===== src/rtl/store_buffer_lsu_pkg.sv =====
// ============================================================================
// store_buffer_lsu_pkg: shared memory-access types for the LSU. Rev 1.0
// ============================================================================
`default_nettype none

package store_buffer_lsu_pkg;

  typedef enum logic [1:0] {
    SIZE_BYTE  = 2'd0,
    SIZE_WORD  = 2'd1,
    SIZE_DWORD = 2'd2
  } mem_size_t;

  typedef enum logic [1:0] {
    NO_STORE    = 2'd0,
    STORE_BYTE  = 2'd1,
    STORE_WORD  = 2'd2,
    STORE_DWORD = 2'd3
  } mem_store_type_t;

  function automatic logic is_misaligned(input mem_size_t size, input logic [2:0] offset);
    case (size)
      SIZE_BYTE: return 1'b0;
      SIZE_WORD: return offset[1:0] != 2'b00;
      default:   return offset != 3'b000;
    endcase
  endfunction

  function automatic mem_store_type_t size_to_store(input mem_size_t size);
    case (size)
      SIZE_BYTE: return STORE_BYTE;
      SIZE_WORD: return STORE_WORD;
      default:   return STORE_DWORD;
    endcase
  endfunction

endpackage

`default_nettype wire


===== src/rtl/store_buffer_lsu_load_align.sv =====
// ============================================================================
// store_buffer_lsu_load_align: size extraction and sign/zero extension. Rev 1.0
// ============================================================================
`default_nettype none

module store_buffer_lsu_load_align
  import store_buffer_lsu_pkg::*;
(
  input  logic [63:0] data,
  input  logic [2:0]  offset,
  input  mem_size_t   size,
  input  logic        is_signed,
  output logic [63:0] result
);

  logic [7:0]  byte_sel;
  logic [31:0] word_sel;

  always_comb begin
    byte_sel = data[{offset, 3'b000} +: 8];
    word_sel = offset[2] ? data[63:32] : data[31:0];
    case (size)
      SIZE_BYTE: result = {{56{is_signed & byte_sel[7]}}, byte_sel};
      SIZE_WORD: result = {{32{is_signed & word_sel[31]}}, word_sel};
      default:   result = data;
    endcase
  end

endmodule

`default_nettype wire


===== src/rtl/store_buffer_lsu.sv =====
// ============================================================================
// store_buffer_lsu: store FIFO + load port initiator for the data memory. Rev 1.0
// ============================================================================
`default_nettype none

module store_buffer_lsu
  import store_buffer_lsu_pkg::*;
#(
  parameter int DEPTH    = 4,
  parameter int INDEX_HI = 8
) (
  input  logic            clk,
  input  logic            reset,
  input  logic            req_valid,
  output logic            req_ready,
  input  logic            req_is_load,
  input  mem_size_t       req_size,
  input  logic            req_signed,
  input  logic [63:0]     req_addr,
  input  logic [63:0]     req_wdata,
  output logic            load_valid,
  output logic [63:0]     load_data,
  output logic            align_err,
  input  logic            flush,
  output logic            buf_empty,
  output logic [63:0]     mem_addr,
  output logic [63:0]     mem_data_in,
  output mem_store_type_t mem_store_type,
  input  logic [63:0]     mem_data_out
);

  localparam int PTR_W = $clog2(DEPTH);
  localparam int CNT_W = PTR_W + 1;
  localparam logic [CNT_W-1:0] DEPTH_CNT = CNT_W'(DEPTH);

  logic [63:0] ent_addr  [DEPTH];
  logic [63:0] ent_wdata [DEPTH];
  mem_size_t   ent_size  [DEPTH];

  logic [PTR_W-1:0] head;
  logic [PTR_W-1:0] tail;
  logic [CNT_W-1:0] count;

  logic [DEPTH-1:0] ent_valid;
  logic [DEPTH-1:0] ent_match;
  logic             misaligned;
  logic             conflict;
  logic             fifo_full;
  logic             fifo_empty;
  logic             accept;
  logic             load_go;
  logic             push;
  logic             pop;
  logic [63:0]      load_result;

  // Entry i is live when its distance from head is below count.
  generate
    for (genvar i = 0; i < DEPTH; i++) begin : g_entry
      logic [PTR_W-1:0] rel;
      assign rel          = PTR_W'(i) - head;
      assign ent_valid[i] = {1'b0, rel} < count;
      assign ent_match[i] = ent_valid[i] &
                            (ent_addr[i][INDEX_HI:3] == req_addr[INDEX_HI:3]);
    end
  endgenerate

  assign misaligned = is_misaligned(req_size, req_addr[2:0]);
  assign conflict   = |ent_match;
  assign fifo_full  = (count == DEPTH_CNT);
  assign fifo_empty = (count == '0);
  assign buf_empty  = fifo_empty;

  always_comb begin
    req_ready = 1'b0;
    if (!reset && !flush) begin
      if (misaligned)       req_ready = 1'b1;
      else if (req_is_load) req_ready = !conflict;
      else                  req_ready = !fifo_full;
    end
  end

  assign accept  = req_valid & req_ready;
  assign load_go = accept & req_is_load & ~misaligned;
  assign push    = accept & ~req_is_load & ~misaligned;
  assign pop     = ~load_go & ~fifo_empty;

  // An accepted load owns the address port; otherwise the head drains.
  always_comb begin
    mem_addr       = req_addr;
    mem_data_in    = '0;
    mem_store_type = NO_STORE;
    if (reset) begin
      mem_addr = '0;
    end else if (pop) begin
      mem_addr       = ent_addr[head];
      mem_data_in    = ent_wdata[head];
      mem_store_type = size_to_store(ent_size[head]);
    end
  end

  store_buffer_lsu_load_align u_load_align (
    .data      (mem_data_out),
    .offset    (req_addr[2:0]),
    .size      (req_size),
    .is_signed (req_signed),
    .result    (load_result)
  );

  always_ff @(posedge clk or posedge reset) begin
    if (reset) begin
      head       <= '0;
      tail       <= '0;
      count      <= '0;
      load_valid <= 1'b0;
      load_data  <= '0;
      align_err  <= 1'b0;
    end else begin
      load_valid <= load_go;
      align_err  <= accept & misaligned;
      if (load_go) load_data <= load_result;
      if (push)    tail <= tail + 1'b1;
      if (pop)     head <= head + 1'b1;
      case ({push, pop})
        2'b10:   count <= count + 1'b1;
        2'b01:   count <= count - 1'b1;
        default: count <= count;
      endcase
    end
  end

  always_ff @(posedge clk) begin
    if (push) begin
      ent_addr[tail]  <= req_addr;
      ent_wdata[tail] <= req_wdata;
      ent_size[tail]  <= req_size;
    end
  end

endmodule

`default_nettype wire


===== config.mk =====
export PLATFORM = sky130hd
export DESIGN_NAME = store_buffer_lsu
export DESIGN_NICKNAME = d
export VERILOG_FILES = /design/src/rtl/store_buffer_lsu_pkg.sv /design/src/rtl/store_buffer_lsu_load_align.sv /design/src/rtl/store_buffer_lsu.sv
export SDC_FILE = /design/constraint.sdc
export NUM_CORES = 1
export LEC_CHECK = 0
export CAP_MARGIN = 5
export CORE_MARGIN = 3
export CORE_UTILIZATION = 25
export CTS_CLUSTER_DIAMETER = 150
export CTS_CLUSTER_SIZE = 28
export DETAILED_ROUTE_END_ITERATION = 8
export GPL_TIMING_DRIVEN = 0
export PLACE_DENSITY = 0.56
export SYNTH_ARGS = -nofsm -noshare
export SYNTH_HDL_FRONTEND = slang
export SYNTH_HIERARCHICAL = 1
export SYNTH_SLANG_ARGS = --single-unit

===== constraint.sdc =====
create_clock -name clk -period 4.6 [get_ports clk]
set_clock_uncertainty 0.2 [all_clocks]
set_input_delay 0.69 -clock clk [delete_from_list [all_inputs] [get_ports clk]]
set_output_delay 0.69 -clock clk [all_outputs]
set_load 0.02 [all_outputs]

======== Word-level counts from Yosys, hierarchy flattened ========
Memories as Yosys holds them, arrays and structs flattened.
Index checks and enable logic that the tools add are counted.
storage, ports and cells
  register bits after elaboration ......... 73
  bits in writable memories ............... 520
  memories ................................ 3
  latch bits .............................. 0
  memory bits (read-only) ................. 0
  input port bits ......................... 200
  output and inout bits ................... 198
  logic and storage cells ................. 76
cells by class
  reductions and logical operators ........ 12
  mux-type cells .......................... 16
  shift-type cells ........................ 1
  multiply operators ...................... 0
  add/subtract/negate cells ............... 8
  bitwise operators ....................... 17
  eq/ne operators ......................... 9
  magnitude comparators ................... 4
  div/mod/pow operators ................... 0
memory list
  memory     words  bits a word  rd ports  clocked after memory_dff  wr ports  RTL line                text
  ent_addr   4      64           5         0                         1         store_buffer_lsu.sv:36  logic [63:0] ent_addr [DEPTH];
  ent_wdata  4      64           1         0                         1         store_buffer_lsu.sv:37  logic [63:0] ent_wdata [DEPTH];
  ent_size   4      2            1         0                         1         store_buffer_lsu.sv:38  mem_size_t ent_size [DEPTH];
operators with widths
  cell                   number
  $mux W64               4
  $pmux W64 S2           1
  $shiftx A64 B7 Y8      1
  $mux W32               1
  $eq A6 B6 Y1           4
  $and A1 B1 Y1          13
  $lt A2 B3 Y1           4
  $eq A2 B1 Y1 const B   3
  $pmux W3 S2            1
  $mux W1                5
  $add A2 B1 Y2 const B  2
  $logic_not A1 Y1       4
  $logic_not A2 Y1       2
  $mux W2                2
  $not A1 Y1             4
  $pmux W2 S2            1
  $reduce_bool A2 Y1     2
  $reduce_or A4 Y1       1
  $sub A1 B2 Y2 const A  2
  $sub A2 B2 Y2 const A  2
  $add A3 B1 Y3 const B  1
  $eq A3 B3 Y1 const B   1
  $logic_not A3 Y1       1
  $reduce_bool A3 Y1     1
  4 further kinds        4

======== Longest topological paths before layout ========
  depth in word-level cells ............... 15
  depth in mapped cells ................... 20
  mapped depth without buffers ............ 15

======== Cells and area by module ========
Netlist, hierarchy kept.
modules (own cells, without submodules)
  module                       area each (um2)  sequential area each (um2)  cells an instance  instances
  store_buffer_lsu             23756.5          17441.7                     1219               1
  store_buffer_lsu_load_align  1587.8           0.0                         215                1

======== Worst setup path after synthesis ========
OpenSTA, ideal clock, no wires.
  path kind ............................... in2reg
  start point ............................. in req_addr[0]
  end point ............................... mem ent_addr[0][0], enable pin
  arrival ................................. 4.211 ns
  setup slack ............................. -0.317 ns
  buffers on the path ..................... 0
  cell stages on the path ................. 4
  setup time .............................. 0.506 ns
  required time ........................... 3.894 ns
  cell sequence ........................... o22ai_1 > nand2_1 > nor2_1 > and3_1
between the ends
  word-level cells in the longest chain between the ends .. 9
  elaborated cells between the ends (all ways) .. 11
  classes of those cells .................. 5 x mux; 4 x bitwise; 2 x reduce/logical
RTL lines
  what                                                             RTL line                                                text
  start: declaration                                               store_buffer_lsu.sv:19                                  input logic [63:0] req_addr,
  $reduce_bool A3 Y1 / $reduce_bool A2 Y1 (equally long branches)  store_buffer_lsu_pkg.sv:25, store_buffer_lsu_pkg.sv:24
  $pmux W1 S2 *                                                    store_buffer_lsu_pkg.sv:22                              case (size)
  $mux W1                                                          store_buffer_lsu.sv:76                                  if (misaligned) req_ready = 1'b1;
  $mux W1                                                          store_buffer_lsu.sv:75                                  if (!reset && !flush) begin
  $and A1 B1 Y1                                                    store_buffer_lsu.sv:82                                  assign accept = req_valid & req_ready;
  $and A1 B1 Y1                                                    store_buffer_lsu.sv:84                                  assign push = accept & ~req_is_load & ~misaligned;
  $and A1 B1 Y1 *                                                  store_buffer_lsu.sv:84
  $mux W1 *                                                        store_buffer_lsu.sv:132                                 if (push) begin
  $mux W1 (implied by the code) *                                  store_buffer_lsu.sv:133                                 ent_addr[tail] <= req_addr;
  end: declaration                                                 store_buffer_lsu.sv:36
Every way passes the cells marked *; elsewhere a longest branch is shown, timed or not.

======== Worst setup path after layout ========
  start point ............................. reg head[1]
  end point ............................... out mem_addr[59]
between the ends
  word-level cells in the longest chain between the ends .. 15
  elaborated cells between the ends (all ways) .. 25
  classes of those cells .................. 4 x add/sub; 4 x order compare; 5 x mux; 9 x bitwise; 2 x reduce/logical; 1 x memory
RTL lines
  what                                                   RTL line                 text
  start: declaration                                     store_buffer_lsu.sv:40   logic [PTR_W-1:0] head;
  start signal: assignment                               store_buffer_lsu.sv:122  if (pop) head <= head + 1'b1;
  $sub A1 B2 Y2 / $sub A2 B2 Y2 (equally long branches)  store_buffer_lsu.sv:60   assign rel = PTR_W'(i) - head;
  $lt A2 B3 Y1                                           store_buffer_lsu.sv:61   assign ent_valid[i] = {1'b0, rel} < count;
  $and A1 B1 Y1                                          store_buffer_lsu.sv:62   assign ent_match[i] = ent_valid[i] &
  $reduce_or A4 Y1                                       store_buffer_lsu.sv:68   assign conflict = |ent_match;
  $logic_not A1 Y1                                       store_buffer_lsu.sv:77   else if (req_is_load) req_ready = !conflict;
  $mux W1                                                store_buffer_lsu.sv:77
  $mux W1                                                store_buffer_lsu.sv:76
  $mux W1                                                store_buffer_lsu.sv:75
  $and A1 B1 Y1                                          store_buffer_lsu.sv:82
  $and A1 B1 Y1 (2 in series)                            store_buffer_lsu.sv:83   assign load_go = accept & req_is_load & ~misaligned;
  $not A1 Y1                                             store_buffer_lsu.sv:85   assign pop = ~load_go & ~fifo_empty;
  $and A1 B1 Y1                                          store_buffer_lsu.sv:85
  $mux W64 *                                             store_buffer_lsu.sv:94   end else if (pop) begin
  $mux W64 *                                             store_buffer_lsu.sv:92   if (reset) begin
  end: declaration                                       store_buffer_lsu.sv:26   output logic [63:0] mem_addr,
Marks and branches as above.

==> summary.md <==
The flow ran to the end, and the final reports show no timing, DRC or antenna violations. In the routed layout, each cell is associated on average with a via count of 4.493. For this run the aggregate overflow at the end of global routing stands at 0. The floorplan die height was 324.4 um. Fmax: 226.5 MHz. The top cell type by area accounts for 61.61% of the synthesized area.

The hold violation count in the final report was 0. The run gives 0 as the number of max-cap violations. Detailed routing inserted a total of 14660 vias. The total power per unit cell area works out to 459.4 mW/mm2. Core area: 0.1003 mm2. The total routing resource utilization after global routing is 13.94%. The detailed router finished its first iteration with 992 violations.

The cell with the largest stage delay on the worst path is or4_4. The worst flop-to-flop path startpoint is head[1]$_DFFE_PP0N_. The wire length of the first global-routing pass came out at 109.8 mm.

Residual DRC count: 0. For hold timing, the worst endpoint is load_data[8]$_DFFE_PP0P_. The clock transition at the register clock pins on the worst setup and hold paths after CTS came out at 0.12 ns. The initialized floorplan defines 116 standard-cell rows. The initial utilization of the core area, before any placement, comes to 25.27%.

Yosys mapped a number of flops with a built-in enable equal to 520. The maximum fanout along the worst path works out to 7. The later pin in the worst-skew pair is clocked with a latency of 0.61 ns.

The start-to-end type of the worst setup path is reg2out. With fillers left out, the area of the finished cells amounts to 0.03228 mm2. For the number of global-route vias before repair, the log shows 15740. Dividing the detail-routed wire length by the instance count gives 23.22 um. Counting cells, the worst reg-to-reg path comes to 20. In this run, CTS created clock tree buffers numbering 25. The maximum number of pins on one net before global-route repair was 61. The tools report the count of antenna-violating nets left after detailed routing as 0. In the post-route analysis, the smallest setup slack over all paths is 0.1842 ns.

The die width is 324.4 um, and the slack of the worst reg-to-reg path is 0.80 ns. The worst path needs 4.416 ns of the cycle, external delays included. Synthesis inferred 593 register bits. The total detailed-routing wirelength came out at 75.78 mm. The run gives 9 as the number of antenna violations at the first check in global routing. The final setup TNS came out at 0 ns.

From synthesis to final layout, the design area changed by 27.38%. The layout has 9779 filler cells. The run gives 0.02534 mm2 as the area of the mapped netlist. The final max-slew violation count is 0.

Summed over all cells, the static leakage comes to 10.82 nW. In the post-synthesis netlist, the biggest area contributors are edfxtp_1 62%, mux4_2 13%, dfrtp_1 7.2%, mux2i_1 3.1%, mux2_1 2.2%. The number of H-tree levels was 1. The startpoint identified for the worst hold timing path is load_data[8]$_DFFE_PP0P_. The run gives 3 as the number of buffers on the longest clock path.

Worst hold path class: reg2reg. Most repeated cell in the gate-level netlist after synthesis: edfxtp_1. Walking the worst path, the cells encountered are clkbuf_16, xor2_2, inv_1, ha_2, inv_1, o2111ai_2, a211oi_2, or4_4, o21ai_4, buf_12, buf_16, buf_16, mux2i_4, buf_6. The number of ports placed on the die boundary was 398; the post-layout net count was 2095. Transition at the pin with the smallest max-transition slack: 0.9665 ns.

The tools report the total clock sinks as 593. For this run, the number of Yosys warnings is 6. TritonCTS built the clock tree. For the net count after synthesis, the log shows 1644. The fraction of final layout cells sized beyond drive strength 1 was 22.53%. For this run, asynchronously set or reset flops after synthesis account for 12.31%. Before antenna repair, the detailed router went through 5 iterations. The number of cells traversed by the worst hold path is 1, and the required time of the worst setup path is 3.71 ns. The predominant post-synthesis flop cell is edfxtp_1.

The netlist uses 47 different library cells. The endpoint of the worst register-to-register path is count[2]$_DFFE_PP0P_. The full die area was 0.1052 mm2. The final critical path takes up 96.00% of the cycle. The largest area contributor in the synthesized netlist is edfxtp_1. Port buffering added 397 buffers. STA classifies the critical path endpoint as an output port. IR analysis of the VDD net gives a maximum drop of 256.4 uV. Headroom to the max-slew limit came out at 35.57%. The congestion estimate from routability-driven global placement came to 0.8700. The setup slack after placement was -2.099 ns; the final count of negative-setup-slack endpoints was 0. Sequential-to-total area share from yosys stat: 68.82%. Counting instances in the post-synthesis netlist gives the leading cell types as 520 x edfxtp_1, 144 x mux4_2, 136 x nand2_1. The wire-length estimate of the detail-placed layout is 53.18 mm. The kind of start point of the critical path was a flop.

STA puts the critical path data arrival time at 3.53 ns. The root cell of the clock tree is clkbuf_16. In this design, the stage delay of the slowest critical-path cell is 0.51 ns. The logs give 1434 for the synthesized instance count and 0.03130 mm2 for the total cell area at the placement stage.

The synthesized area per cell is 17.67 um2. The most critical setup path has its startpoint at head[1]$_DFFE_PP0N_.
-- sequential cells by signal, summed over array words and instances (netlist names) --
name        cells
load_data      64
align_err       1
ent_addr      256
load_valid      1
head            2
ent_size        8
tail            2
ent_wdata     256
count           3
-- timing repair --
item	4_1_cts	5_1_grt
gates cloned	3	2
hold buffers	0	0
gates resized for setup	600	34
endpoints found under the setup margin	200	111
setup buffers	13	4
pin swaps	4	5
-- worst max-delay path by stage --
| stage | end | slack [ns] | depth (start not counted) |
|---|---|---|---|
| 3_3_place_gp | mem_store_type[1] | -2.37 | 14 |
| 3_5_place_dp | mem_store_type[1] | -2.10 | 15 |
| 5_1_grt | mem_addr[59] | -0.01 | 14 |
| 6_report | mem_addr[59] | 0.18 | 14 |
| 2_1_floorplan | mem_addr[25] | 0.47 | 14 |
| 4_1_cts | mem_addr[59] | -0.15 | 15 |
-- final cells by class --
| class | count | area, um2 | area share (%) |
|---|---|---|---|
| sequential | 593 | 17440 | 54.02 |
| multi-input combinational | 718 | 7465 | 23.12 |
| timing repair buffer | 428 | 4165 | 12.90 |
| tap | 1357 | 1698 | 5.259 |
| clock buffer | 44 | 696.9 | 2.159 |
| buffer | 96 | 688.2 | 2.132 |
| inverter | 23 | 86.33 | 0.2674 |
| clock inverter | 2 | 38.79 | 0.1201 |
| antenna | 2 | 5.005 | 0.01550 |
-- cells in the final DEF (no fill, tap or decap), drive strengths merged, types with 2 or more instances in the layout --
cell and instances:
a22oi 15, mux2 65, nor2b 65, xnor2 28
a211oi 4, and2 2, diode 2, and3 4
ha 9, a21oi 35, clkdlybuf4s15 21, inv 23
nand2 136, mux4 144, edfxtp 520, xor2 3
mux2i 78, clkinv 2, o2111ai 4, o21ai 19
nand3 7, buf 169, a22o 15, nor2 42
clkbuf 100, o22ai 17, clkdlybuf4s50 267, o31a 2
o221a 7, a2bb2oi 7, dlygate4sd2 10, dfrtp 73
-- worst max-delay path, delay by kind of cell, from the launching register on --
family / cells / cell delay, ns
mux: 1 / 0.25
xor+xnor: 1 / 0.15
flops: 1 / 0.45
buf+inv: 7 / 0.93
fa+ha+maj: 1 / 0.15
simple gates: 1 / 0.51
compound gates: 3 / 0.43
-- layer usage --
layer / vias up / part of all wire, % / wire, um / track usage [%]
met5: - / 0.095 / 72 / 0
met4: 10 / 1.9 / 1454 / 2.765
met3: 76 / 7.8 / 5940 / 3.985
met2: 435 / 50 / 37600 / 24.09
met1: 7649 / 41 / 30710 / 17.43
li1: 6491 / - / - / -
-- kinds of logic after synthesis --
logic type | count (synthesis) | share of synthesized area, %
buffers and inverters | 123 | 2.444
AOI/OAI and AO/OA | 129 | 3.569
adders and majority gates | 10 | 0.5233
muxes | 287 | 18.78
xor gates and xnor gates | 31 | 1.071
DFF | 593 | 68.82
and+or+nand+nor | 261 | 4.794
-- power breakdown --
part | switching [mW] | internal [mW]
sequential | 0.119 | 6.07
clock | 1.66 | 1.06
combinational | 3.10 | 2.82
-- through the flow --
stage	total power [mW]	hold WS [ns]	std cells	utilization, %
4_1_cts	15.19	0.3067	3259	32.23
3_5_place_dp	12.17	0.2737	3198	31.21
2_1_floorplan	9.698	0.3166	1434	-
6_report	14.83	0.3023	3263	32.19
5_1_grt	15.64	0.3282	3261	32.19
3_3_place_gp	12.13	0.2697	3188	30.93
Power figures use the tool's default switching activity.
